File: config.mk
export PLATFORM = sky130hd
export DESIGN_NAME = al_pcie_memwr_splitter
export DESIGN_NICKNAME = d
export VERILOG_FILES = /design/src/rtl/al_pcie_pkg.sv /design/src/rtl/al_burst_size_calc.sv /design/src/rtl/al_pcie_memwr_splitter.sv
export SDC_FILE = /design/constraint.sdc
export NUM_CORES = 1
export LEC_CHECK = 0
export CORE_UTILIZATION = 35
export DETAILED_ROUTE_END_ITERATION = 8
export PLACE_DENSITY = 0.69
export SLEW_MARGIN = 20
export SYNTH_ARGS = -nofsm -noshare
export SYNTH_HDL_FRONTEND = slang
export SYNTH_SLANG_ARGS = --single-unit
File: constraint.sdc
create_clock -name clk -period 7.5 [get_ports clk]
set_clock_uncertainty 0.2 [all_clocks]
set_input_delay 1.5 -clock clk [delete_from_list [all_inputs] [get_ports clk]]
set_output_delay 1.5 -clock clk [all_outputs]
set_load 0.03 [all_outputs]
File: src/rtl/al_pcie_pkg.sv
// Shared definitions for the RAM-to-PCIe MemWr engine: page size, MPS decode, FSM states.
package al_pcie_pkg;
  localparam int         PAGE_BYTES   = 4096;
  localparam logic [2:0] MPS_CODE_MAX = 3'd5;

  typedef enum logic [1:0] {ST_IDLE, ST_CALC, ST_ISSUE} wr_state_e;

  // Illegal codes 6/7 are clamped to 4 KB rather than overflowing the shift.
  function automatic logic [12:0] mps_bytes(input logic [2:0] code);
    logic [2:0] c;
    c = (code > MPS_CODE_MAX) ? MPS_CODE_MAX : code;
    return 13'd128 << c;
  endfunction
endpackage

File: src/rtl/al_burst_size_calc.sv
// Combinational burst size: min of remaining beats, MPS, distance to the 4 KB page end and the length field limit.
module al_burst_size_calc
  import al_pcie_pkg::*;
#(
  parameter int DATA_BITS        = 4,
  parameter int REQUEST_LEN_BITS = 6,
  parameter int DESC_LEN_BITS    = 16
) (
  input  logic [DESC_LEN_BITS:0]    remaining,
  input  logic [2:0]                cfg_max_payload,
  input  logic [11-DATA_BITS:0]     page_off,
  output logic [REQUEST_LEN_BITS:0] burst
);
  localparam int W_RM  = DESC_LEN_BITS + 1;
  localparam int W_MX  = REQUEST_LEN_BITS + 1;
  localparam int W_A   = (W_RM > 13) ? W_RM : 13;
  localparam int CW    = ((W_A > W_MX) ? W_A : W_MX) + 1;

  logic [CW-1:0] rem_w, mps_w, bnd_w, max_w, m01, m23, m_all;

  always_comb begin
    rem_w = CW'(remaining);
    mps_w = CW'(mps_bytes(cfg_max_payload)) >> DATA_BITS;
    if (mps_w == '0) mps_w = CW'(1);
    // page_off is beat-aligned, so this is never 0 beats; a zero offset yields a full page
    bnd_w = (CW'(PAGE_BYTES) - (CW'(page_off) << DATA_BITS)) >> DATA_BITS;
    max_w = CW'(1) << REQUEST_LEN_BITS;
    m01   = (rem_w < mps_w) ? rem_w : mps_w;
    m23   = (bnd_w < max_w) ? bnd_w : max_w;
    m_all = (m01 < m23) ? m01 : m23;
    burst = m_all[REQUEST_LEN_BITS:0];
  end
endmodule

File: src/rtl/al_pcie_memwr_splitter.sv
// Splits one DMA write descriptor into TLP-sized tcq bursts, tracks in-order completions, reports done.
module al_pcie_memwr_splitter
  import al_pcie_pkg::*;
#(
  parameter int LOCAL_ADDR_WIDTH  = 17,
  parameter int REMOTE_ADDR_WIDTH = 32,
  parameter int DATA_BITS         = 4,
  parameter int REQUEST_LEN_BITS  = 6,
  parameter int MEM_TAG           = 1,
  parameter int DESC_LEN_BITS     = 16,
  parameter int DESC_ID_BITS      = 4
) (
  input  logic                                    clk,
  input  logic                                    rst,
  input  logic                                    s_desc_valid,
  output logic                                    s_desc_ready,
  input  logic [LOCAL_ADDR_WIDTH-DATA_BITS-1:0]   s_desc_laddr,
  input  logic [REMOTE_ADDR_WIDTH-DATA_BITS-1:0]  s_desc_raddr,
  input  logic [DESC_LEN_BITS-1:0]                s_desc_len,
  input  logic [DESC_ID_BITS-1:0]                 s_desc_id,
  input  logic [2:0]                              cfg_max_payload,
  output logic                                    m_tcq_valid,
  input  logic                                    m_tcq_ready,
  output logic [LOCAL_ADDR_WIDTH-DATA_BITS-1:0]   m_tcq_laddr,
  output logic [REMOTE_ADDR_WIDTH-DATA_BITS-1:0]  m_tcq_raddr,
  output logic [REQUEST_LEN_BITS-1:0]             m_tcq_length,
  output logic [MEM_TAG-1:0]                      m_tcq_tag,
  input  logic                                    m_tcq_cvalid,
  output logic                                    m_tcq_cready,
  input  logic [MEM_TAG-1:0]                      m_tcq_ctag,
  output logic                                    m_done_valid,
  input  logic                                    m_done_ready,
  output logic [DESC_ID_BITS-1:0]                 m_done_id,
  output logic                                    err_tag
);
  localparam int LW = LOCAL_ADDR_WIDTH - DATA_BITS;
  localparam int RW = REMOTE_ADDR_WIDTH - DATA_BITS;
  localparam int NT = 2 ** MEM_TAG;

  typedef struct packed {
    logic [LW-1:0]               laddr;
    logic [RW-1:0]               raddr;
    logic [REQUEST_LEN_BITS-1:0] length;
    logic [MEM_TAG-1:0]          tag;
  } tcq_req_t;

  wr_state_e state, state_nx;
  tcq_req_t  req;

  logic [DESC_LEN_BITS:0]    rem_q;
  logic [DESC_ID_BITS-1:0]   id_q;
  logic [REQUEST_LEN_BITS:0] burst_q, burst_c, burst_m1;
  logic [MEM_TAG-1:0]        exp_tag;
  logic [MEM_TAG:0]          outst;
  logic [NT-1:0]             tbl_last;
  logic [DESC_ID_BITS-1:0]   tbl_id [NT];
  logic [DESC_ID_BITS-1:0]   dq_id [2];
  logic                      dq_wr, dq_rd;
  logic [1:0]                dq_cnt;

  logic desc_hs, tbl_free, issue_hs, last_burst, cpl, cpl_dec;
  logic done_push, done_pop, done_ok;

  assign s_desc_ready = (state == ST_IDLE) && !rst;
  assign desc_hs      = s_desc_valid && s_desc_ready;
  assign tbl_free     = outst < (MEM_TAG+1)'(NT);
  assign m_tcq_valid  = (state == ST_ISSUE) && tbl_free;
  assign issue_hs     = m_tcq_valid && m_tcq_ready;
  assign last_burst   = rem_q == (DESC_LEN_BITS+1)'(burst_q);
  assign m_tcq_cready = !rst;
  assign cpl          = m_tcq_cvalid && m_tcq_cready;
  assign cpl_dec      = cpl && (outst != '0);
  assign done_push    = cpl && tbl_last[m_tcq_ctag];
  assign done_pop     = m_done_valid && m_done_ready;
  assign done_ok      = (dq_cnt != 2'd2) || done_pop;
  assign burst_m1     = burst_c - 1'b1;

  assign m_tcq_laddr  = req.laddr;
  assign m_tcq_raddr  = req.raddr;
  assign m_tcq_length = req.length;
  assign m_tcq_tag    = req.tag;
  assign m_done_valid = dq_cnt != 2'd0;
  assign m_done_id    = dq_id[dq_rd];

  al_burst_size_calc #(
    .DATA_BITS        (DATA_BITS),
    .REQUEST_LEN_BITS (REQUEST_LEN_BITS),
    .DESC_LEN_BITS    (DESC_LEN_BITS)
  ) u_bsz (
    .remaining       (rem_q),
    .cfg_max_payload (cfg_max_payload),
    .page_off        (req.raddr[11-DATA_BITS:0]),
    .burst           (burst_c)
  );

  always_ff @(posedge clk) begin
    if (rst) state <= ST_IDLE;
    else     state <= state_nx;
  end

  always_comb begin
    state_nx = state;
    case (state)
      ST_IDLE:  if (desc_hs) state_nx = ST_CALC;
      ST_CALC:  state_nx = ST_ISSUE;
      ST_ISSUE: if (issue_hs) state_nx = last_burst ? ST_IDLE : ST_CALC;
      default:  state_nx = ST_IDLE;
    endcase
  end

  always_ff @(posedge clk) begin
    if (rst) begin
      req      <= '0;
      rem_q    <= '0;
      id_q     <= '0;
      burst_q  <= '0;
      exp_tag  <= '0;
      outst    <= '0;
      tbl_last <= '0;
      for (int i = 0; i < NT; i++) tbl_id[i] <= '0;
      dq_id[0] <= '0;
      dq_id[1] <= '0;
      dq_wr    <= 1'b0;
      dq_rd    <= 1'b0;
      dq_cnt   <= 2'd0;
      err_tag  <= 1'b0;
    end else begin
      if (desc_hs) begin
        req.laddr <= s_desc_laddr;
        req.raddr <= s_desc_raddr;
        rem_q     <= {1'b0, s_desc_len} + 1'b1;
        id_q      <= s_desc_id;
      end
      if (state == ST_CALC) begin
        burst_q    <= burst_c;
        req.length <= burst_m1[REQUEST_LEN_BITS-1:0];
      end
      if (issue_hs) begin
        req.laddr        <= req.laddr + LW'(burst_q);
        req.raddr        <= req.raddr + RW'(burst_q);
        rem_q            <= rem_q - (DESC_LEN_BITS+1)'(burst_q);
        tbl_last[req.tag] <= last_burst;
        tbl_id[req.tag]  <= id_q;
        req.tag          <= req.tag + 1'b1;
      end
      if (issue_hs && !cpl_dec)      outst <= outst + 1'b1;
      else if (!issue_hs && cpl_dec) outst <= outst - 1'b1;
      // the entry is consumed even on a tag mismatch so the rolling counter stays aligned
      if (cpl) begin
        exp_tag <= exp_tag + 1'b1;
        if (m_tcq_ctag != exp_tag) err_tag <= 1'b1;
      end
      if (done_push && !done_ok) err_tag <= 1'b1;
      if (done_push && done_ok) begin
        dq_id[dq_wr] <= tbl_id[m_tcq_ctag];
        dq_wr        <= ~dq_wr;
      end
      if (done_pop) dq_rd <= ~dq_rd;
      case ({done_push && done_ok, done_pop})
        2'b10:   dq_cnt <= dq_cnt + 2'd1;
        2'b01:   dq_cnt <= dq_cnt - 2'd1;
        default: dq_cnt <= dq_cnt;
      endcase
    end
  end
endmodule

After elaboration in Yosys (flattened, before gate mapping)

Memory sizes are Yosys's and may differ from the RTL's. A register that Yosys moved wholly into a read port is not among the register bits.
Index checks and enable logic that the tools add are counted.
W data, S select, Z words.

Memory bits (read-only): 0
Logic and storage cells: 120
Memory bits (writable): 16
Memories: 2
Bits in latches: 0
Output and inout port bits: 57
Register bits: 88

Memory list:

| memory | depth | bits a word | rd ports | clocked after Yosys merged registers in | write ports | line                         | RTL |
|---|---|---|---|---|---|---|---|
| dq_id  | 2     | 4           | 1        | 1                                       | 2           | al_pcie_memwr_splitter.sv:57 | `logic [DESC_ID_BITS-1:0] dq_id [2];` |
| tbl_id | 2     | 4           | 1        | 0                                       | 2           | al_pcie_memwr_splitter.sv:56 | `logic [DESC_ID_BITS-1:0] tbl_id [NT];` |

Reductions and logical operators: 31
Bitwise logic cells: 2
Eq/ne operators: 9
Shift-type cells: 1
Multiply operators: 0
Add/subtract/negate cells: 12
Magnitude comparators: 8
Multiplexer cells: 40
Divide/modulo/power cells: 0

Operators by type and width:

| operator                 | number |
|---|---|
| $mux W41                 | 2 |
| $mux W17                 | 3 |
| $add A28 B7 Y28          | 1 |
| $mux W1                  | 21 |
| $logic_not A18 Y1        | 1 |
| $lt A17 B18 Y1           | 1 |
| $add A16 B1 Y17 const B  | 1 |
| $eq A17 B7 Y1            | 1 |
| $lt A17 B14 Y1           | 1 |
| $sub A17 B7 Y17          | 1 |
| $lt A14 B7 Y1 const B    | 1 |
| $mux W14                 | 1 |
| $reduce_bool A2 Y1       | 7 |
| $sub A13 B12 Y14 const A | 1 |
| $add A13 B7 Y13          | 1 |
| $logic_and A1 B1 Y1      | 13 |
| $shl A8 B3 Y13 const A   | 1 |
| $mux W9                  | 1 |
| $mux W2                  | 4 |
| $mux W4                  | 2 |
| $reduce_or A4 Y1         | 2 |
| $mux W7                  | 1 |
| $ne A2 B2 Y1 const B     | 3 |
| $pmux W2 S3              | 1 |
| other kinds (20)         | 31 |

Depth between registers and ports, before layout

Depth after elaboration: 10
Mapped depth: 24
Depth with buffers taken out: 22

Hierarchy

A second synthesis with hierarchy kept.

Cells, all modules: 833
Area total of the unflattened synthesis: 6815.3 um^2

Modules (own cells, without submodules):

| module                 | cells an instance | area an instance (um^2) | instances | seq. area each (um^2) |
|---|---|---|---|---|
| al_pcie_memwr_splitter | 721               | 6028.3                  | 1         | 2262.2 |
| al_burst_size_calc     | 112               | 787.0                   | 1         | 0.0 |

Worst setup path before layout

OpenSTA, ideal clock, no wires.

Kind: input to register
From: input port cfg_max_payload[2]
To: register req, in the netlist m_tcq_length[4]
Path buffers: 2
Required time: 7.180 ns
Arrival time: 5.572 ns
Slack: 1.607 ns
Stages on the path: 22
Path through: or3b_2 -> ha_1 -> a21oi_1 -> a21oi_1 -> nor2_1 -> buf_2 -> o21ai_0 -> ha_1 -> nand4_1 -> o211a_1 -> o2111ai_1 -> a211oi_2 -> or2_1 -> buf_6 -> a31oi_4 -> ha_1 -> inv_1 -> nor4_1 -> o21ai_0 -> o211ai_1 -> mux2i_1 -> a21oi_1

Longest elaborated chain between the ends: 10

Ends and longest elaborated chain:

| what              | line                         | RTL |
|---|---|---|
| from (decl)       | al_pcie_memwr_splitter.sv:21 | `input logic [2:0] cfg_max_payload,` |
| $gt A3 B3 Y1      | al_pcie_pkg.sv:11            | `c = (code > MPS_CODE_MAX) ? MPS_CODE_MAX : code;` |
| $mux W3 *         | al_pcie_pkg.sv:11            |  |
| $shl A8 B3 Y13 *  | al_pcie_pkg.sv:12            | `return 13'd128 << c;` |
| $logic_not A18 Y1 | al_burst_size_calc.sv:24     | `if (mps_w == '0) mps_w = CW'(1);` |
| $mux W9 *         | al_burst_size_calc.sv:24     |  |
| $lt A17 B18 Y1    | al_burst_size_calc.sv:28     | `m01 = (rem_w < mps_w) ? rem_w : mps_w;` |
| $mux W17 *        | al_burst_size_calc.sv:28     |  |
| $lt A17 B14 Y1    | al_burst_size_calc.sv:30     | `m_all = (m01 < m23) ? m01 : m23;` |
| $mux W7 *         | al_burst_size_calc.sv:30     |  |
| $sub A6 B1 Y6 *   | al_pcie_memwr_splitter.sv:76 | `assign burst_m1 = burst_c - 1'b1;` |
| to (decl)         | al_pcie_memwr_splitter.sv:48 | `tcq_req_t req;` |

Mark *: on every way between the ends. The rest lies on a longest branch, timed or not.
A chain may end at the register's enable or synchronous reset.

Final worst setup path

From: input port cfg_max_payload[1]
To: register req, in the netlist m_tcq_length[4]

The elaborated chain is that of the path after synthesis.

==> out/metrics.csv <==
metric;value;unit
clock_path_buffers;2;
dp.final_hpwl;15000;um
via_per_inst;5.49;
overflow;0;
pin_count;128;
finalNetCount;1081;
dr.first_iter.drc_count;472;
final_area;0.00879;mm^2
ys_ff_latch;105;
hold_path.class;flip-flop to flip-flop;
wl;20400;um
cp-startpoint;cfg_max_payload[1];
sw_frac_of_total;36.5;%
cts_max_level;3;
routedWlPerCell;16.5;um
synth_cell_types;69;
postCtsSetupBuffers;0;
drc;0;
firstDrtPassIters;5;
grt_max_degree;63;
crit_arrival;6.45;ns
die_y;143;um
pwr-share-seq;39.0;%
grt_pass1_wl;32500;um
outcome;finished clean;
p_leak;3.17;nW
timing.rr.end;m_tcq_length[4]$_SDFFE_PP0N_;
cts_made_buffers;9;
post_dp_cell_area;0.00847;mm^2
clkPwrFrac;29.5;%
cts-root-buf;clkbuf_16;
seq_area;0.00226;mm^2
synth_area;0.00698;mm^2
antenna_found_initial;0;
combPwrFrac;31.5;%
postCtsHoldBufs;0;
dieArea;0.0205;mm^2
num_rows;51;
syn_area_per_cell;8.07;um^2
p_sw;617;uW
synth_ff_type;dfxtp_1;
cts_tree;done;
hold_violations;0;
r2r-start;m_tcq_raddr[1]$_SDFFE_PP0P_;
die_x;143;um
endpoint;m_tcq_length[4]$_SDFFE_PP0N_;
core-area;0.0195;mm^2
multi_input_area;0.00439;mm^2
syn_inst;864;
ys_warn_count;0;
vias;6795;
maxSlewHeadroom;26.2;%
grt_setup_unrepaired;no;
drive_gt1_share;6.37;%
antenna_cells;0;
worstPathMaxFanout;14;
clock_sinks;105;
ant_nets;0;
cts_resized;0;
cp-start-kind;input pin;
r2r_slack;2.58;ns
async_flop_share;0;%
power_density;192;mW/mm^2
start_util;35.7;%
clk_latency;0.36;ns
synth-edff-count;16;
globalplace.congestion;0.862;
postLayoutCoreUtil;45.0;%
ys_seq_area_share;32.4;%
maxSlewViolCount;0;
min_period;6.40;ns
crit_type;input pin to flip-flop;
required;7.55;ns
timing.hold.ws;0.264;ns
tns;0;ns
cap_viol_max_count;0;
ir_drop;0.000102;V
tightest_slew;1.10;ns
p_int;1.07;mW
port-buffer-count;127;
crit_path_end_kind;flip-flop;
r2r_cells;20;
min_period_over_period;85.3;%
fillers;1975;
syn_to_final_growth;26.1;%
setup_viol;0;
grt_pass1_vias;6293;
clk_pin_slew;0.08;ns
grt_use_total;20.1;%
syn_nets;977;
fmax;156;MHz
cell families (layout without fill, tap and decap cells):
logic type / after synthesis / count (layout) / share of synthesized area (%)
other: 1 / 1 / 0.0538
adder cells (fa/ha/maj): 42 / 42 / 7.86
multiplexers: 12 / 12 / 1.79
AND/OR/NAND/NOR: 325 / 325 / 24.2
buffers and inverters: 80 / 189 / 4.61
flip-flops: 105 / 105 / 32.4
AO/OA/AOI/OAI: 264 / 264 / 24.7
XOR/XNOR: 35 / 35 / 4.39
how the worst min path moves through the flow:
stage	cells after the start	slack, ns	to	start
2_1_floorplan	2	0.24	id_q[3]$_SDFFE_PP0P_	id_q[3]$_SDFFE_PP0P_
6_report	2	0.26	id_q[0]$_SDFFE_PP0P_	id_q[0]$_SDFFE_PP0P_
5_1_grt	2	0.29	id_q[3]$_SDFFE_PP0P_	id_q[3]$_SDFFE_PP0P_
3_3_place_gp	2	0.25	id_q[3]$_SDFFE_PP0P_	id_q[3]$_SDFFE_PP0P_
3_5_place_dp	1	0.25	err_tag$_SDFFE_PP0P_	err_tag$_SDFFE_PP0P_
4_1_cts	1	0.27	err_tag$_SDFFE_PP0P_	err_tag$_SDFFE_PP0P_
sequential cells by signal, summed over array words and instances, names as in the netlist, named ones only:
signal        cells
state             2
m_tcq_length      6
exp_tag           1
dq_wr             1
dq_cnt            2
dq_rd             1
m_tcq_tag         1
tbl_id            8
rem_q            17
m_tcq_laddr      13
err_tag           1
id_q              4
tbl_last          2
dq_id             8
m_tcq_raddr      28
burst_q           7
outst             2
cells in the mapped netlist (10+ instances only):
cell,number,area (um^2)
a211oi_1,18,135
o21ai_0,44,220
a22oi_1,11,82.6
nor2_1,66,248
inv_1,34,128
xnor2_1,28,245
clkbuf_1,36,135
ha_1,39,488
dfxtp_1,89,1780
or2_2,11,68.8
o211ai_1,18,135
nand3_1,26,130
nor3_1,26,130
a31oi_1,22,138
or3_1,11,68.8
nand2b_1,10,62.6
nand2_1,89,334
a21oi_1,85,425
and3_1,21,131
edfxtp_1,16,480
critical path, stage by stage:
cell and delay (ns):
clkdlybuf4s50_1 0.56, or3b_2 0.48, ha_1 0.32, o211ai_1 0.11
a21oi_1 0.19, nor2_1 0.06, buf_4 0.20, o21ai_0 0.41
ha_1 0.31, o211ai_1 0.34, o21ai_0 0.24, nor4_4 0.24
buf_4 0.19, or2_1 0.19, a31oi_4 0.11, ha_1 0.24
inv_1 0.14, nor4_1 0.06, o21ai_0 0.17, o211ai_1 0.11
mux2i_1 0.19, a21oi_1 0.07
power groups by stage:
stage               combinational [mW]  sequential [mW]  clock (mW)
floorplan                        0.321            0.691           0
global placement                 0.524            0.671           0
detailed placement               0.526            0.672           0
CTS                              0.530            0.659       0.508
global route                     0.583            0.666       0.532
finish                           0.532            0.659       0.498
metal layers:
layer / wire (um) / vias up / global-route usage [%] / part of all wire [%]
met3: 995 / 25 / 2.08 / 4.9
met4: 455 / 0 / 7.07 / 2.2
met5: 0 / - / 0 / 0
met1: 9860 / 3146 / 28.1 / 48
li1: - / 3417 / - / -
met2: 9140 / 207 / 32.0 / 45
metrics by stage:
step / power, mW / std cells / worst slack, ns
floorplan: 1.01 / 864 / 1.61
global placement: 1.20 / 1222 / 0.841
detailed placement: 1.20 / 1222 / 0.740
CTS: 1.70 / 1238 / 1.09
global route: 1.78 / 1238 / 0.639
finish: 1.69 / 1238 / 1.10
area by class of cell:
type	instances	share of cell area, %
Multi-Input combinational cell	679	50.0
Sequential cell	105	25.7
Timing Repair Buffer	139	15.4
Tap cell	265	3.77
Clock buffer	9	2.56
Inverter	34	1.45
Clock inverter	7	1.12
cell usage in the layout (no fill, tap or decap), drive strengths merged, types with 10 or more instances in the layout:
cell type,n
a211oi,19
a21oi,87
a22oi,11
a31oi,23
and3,21
buf,13
clkdlybuf4s50,126
dfxtp,89
edfxtp,16
ha,39
inv,36
nand2,89
nand2b,10
nand3,26
nor2,66
nor3,26
nor4,13
o211ai,18
o21ai,44
or2,12
or3,13
xnor2,28
No activity file was read; power rests on OpenSTA's default activity.
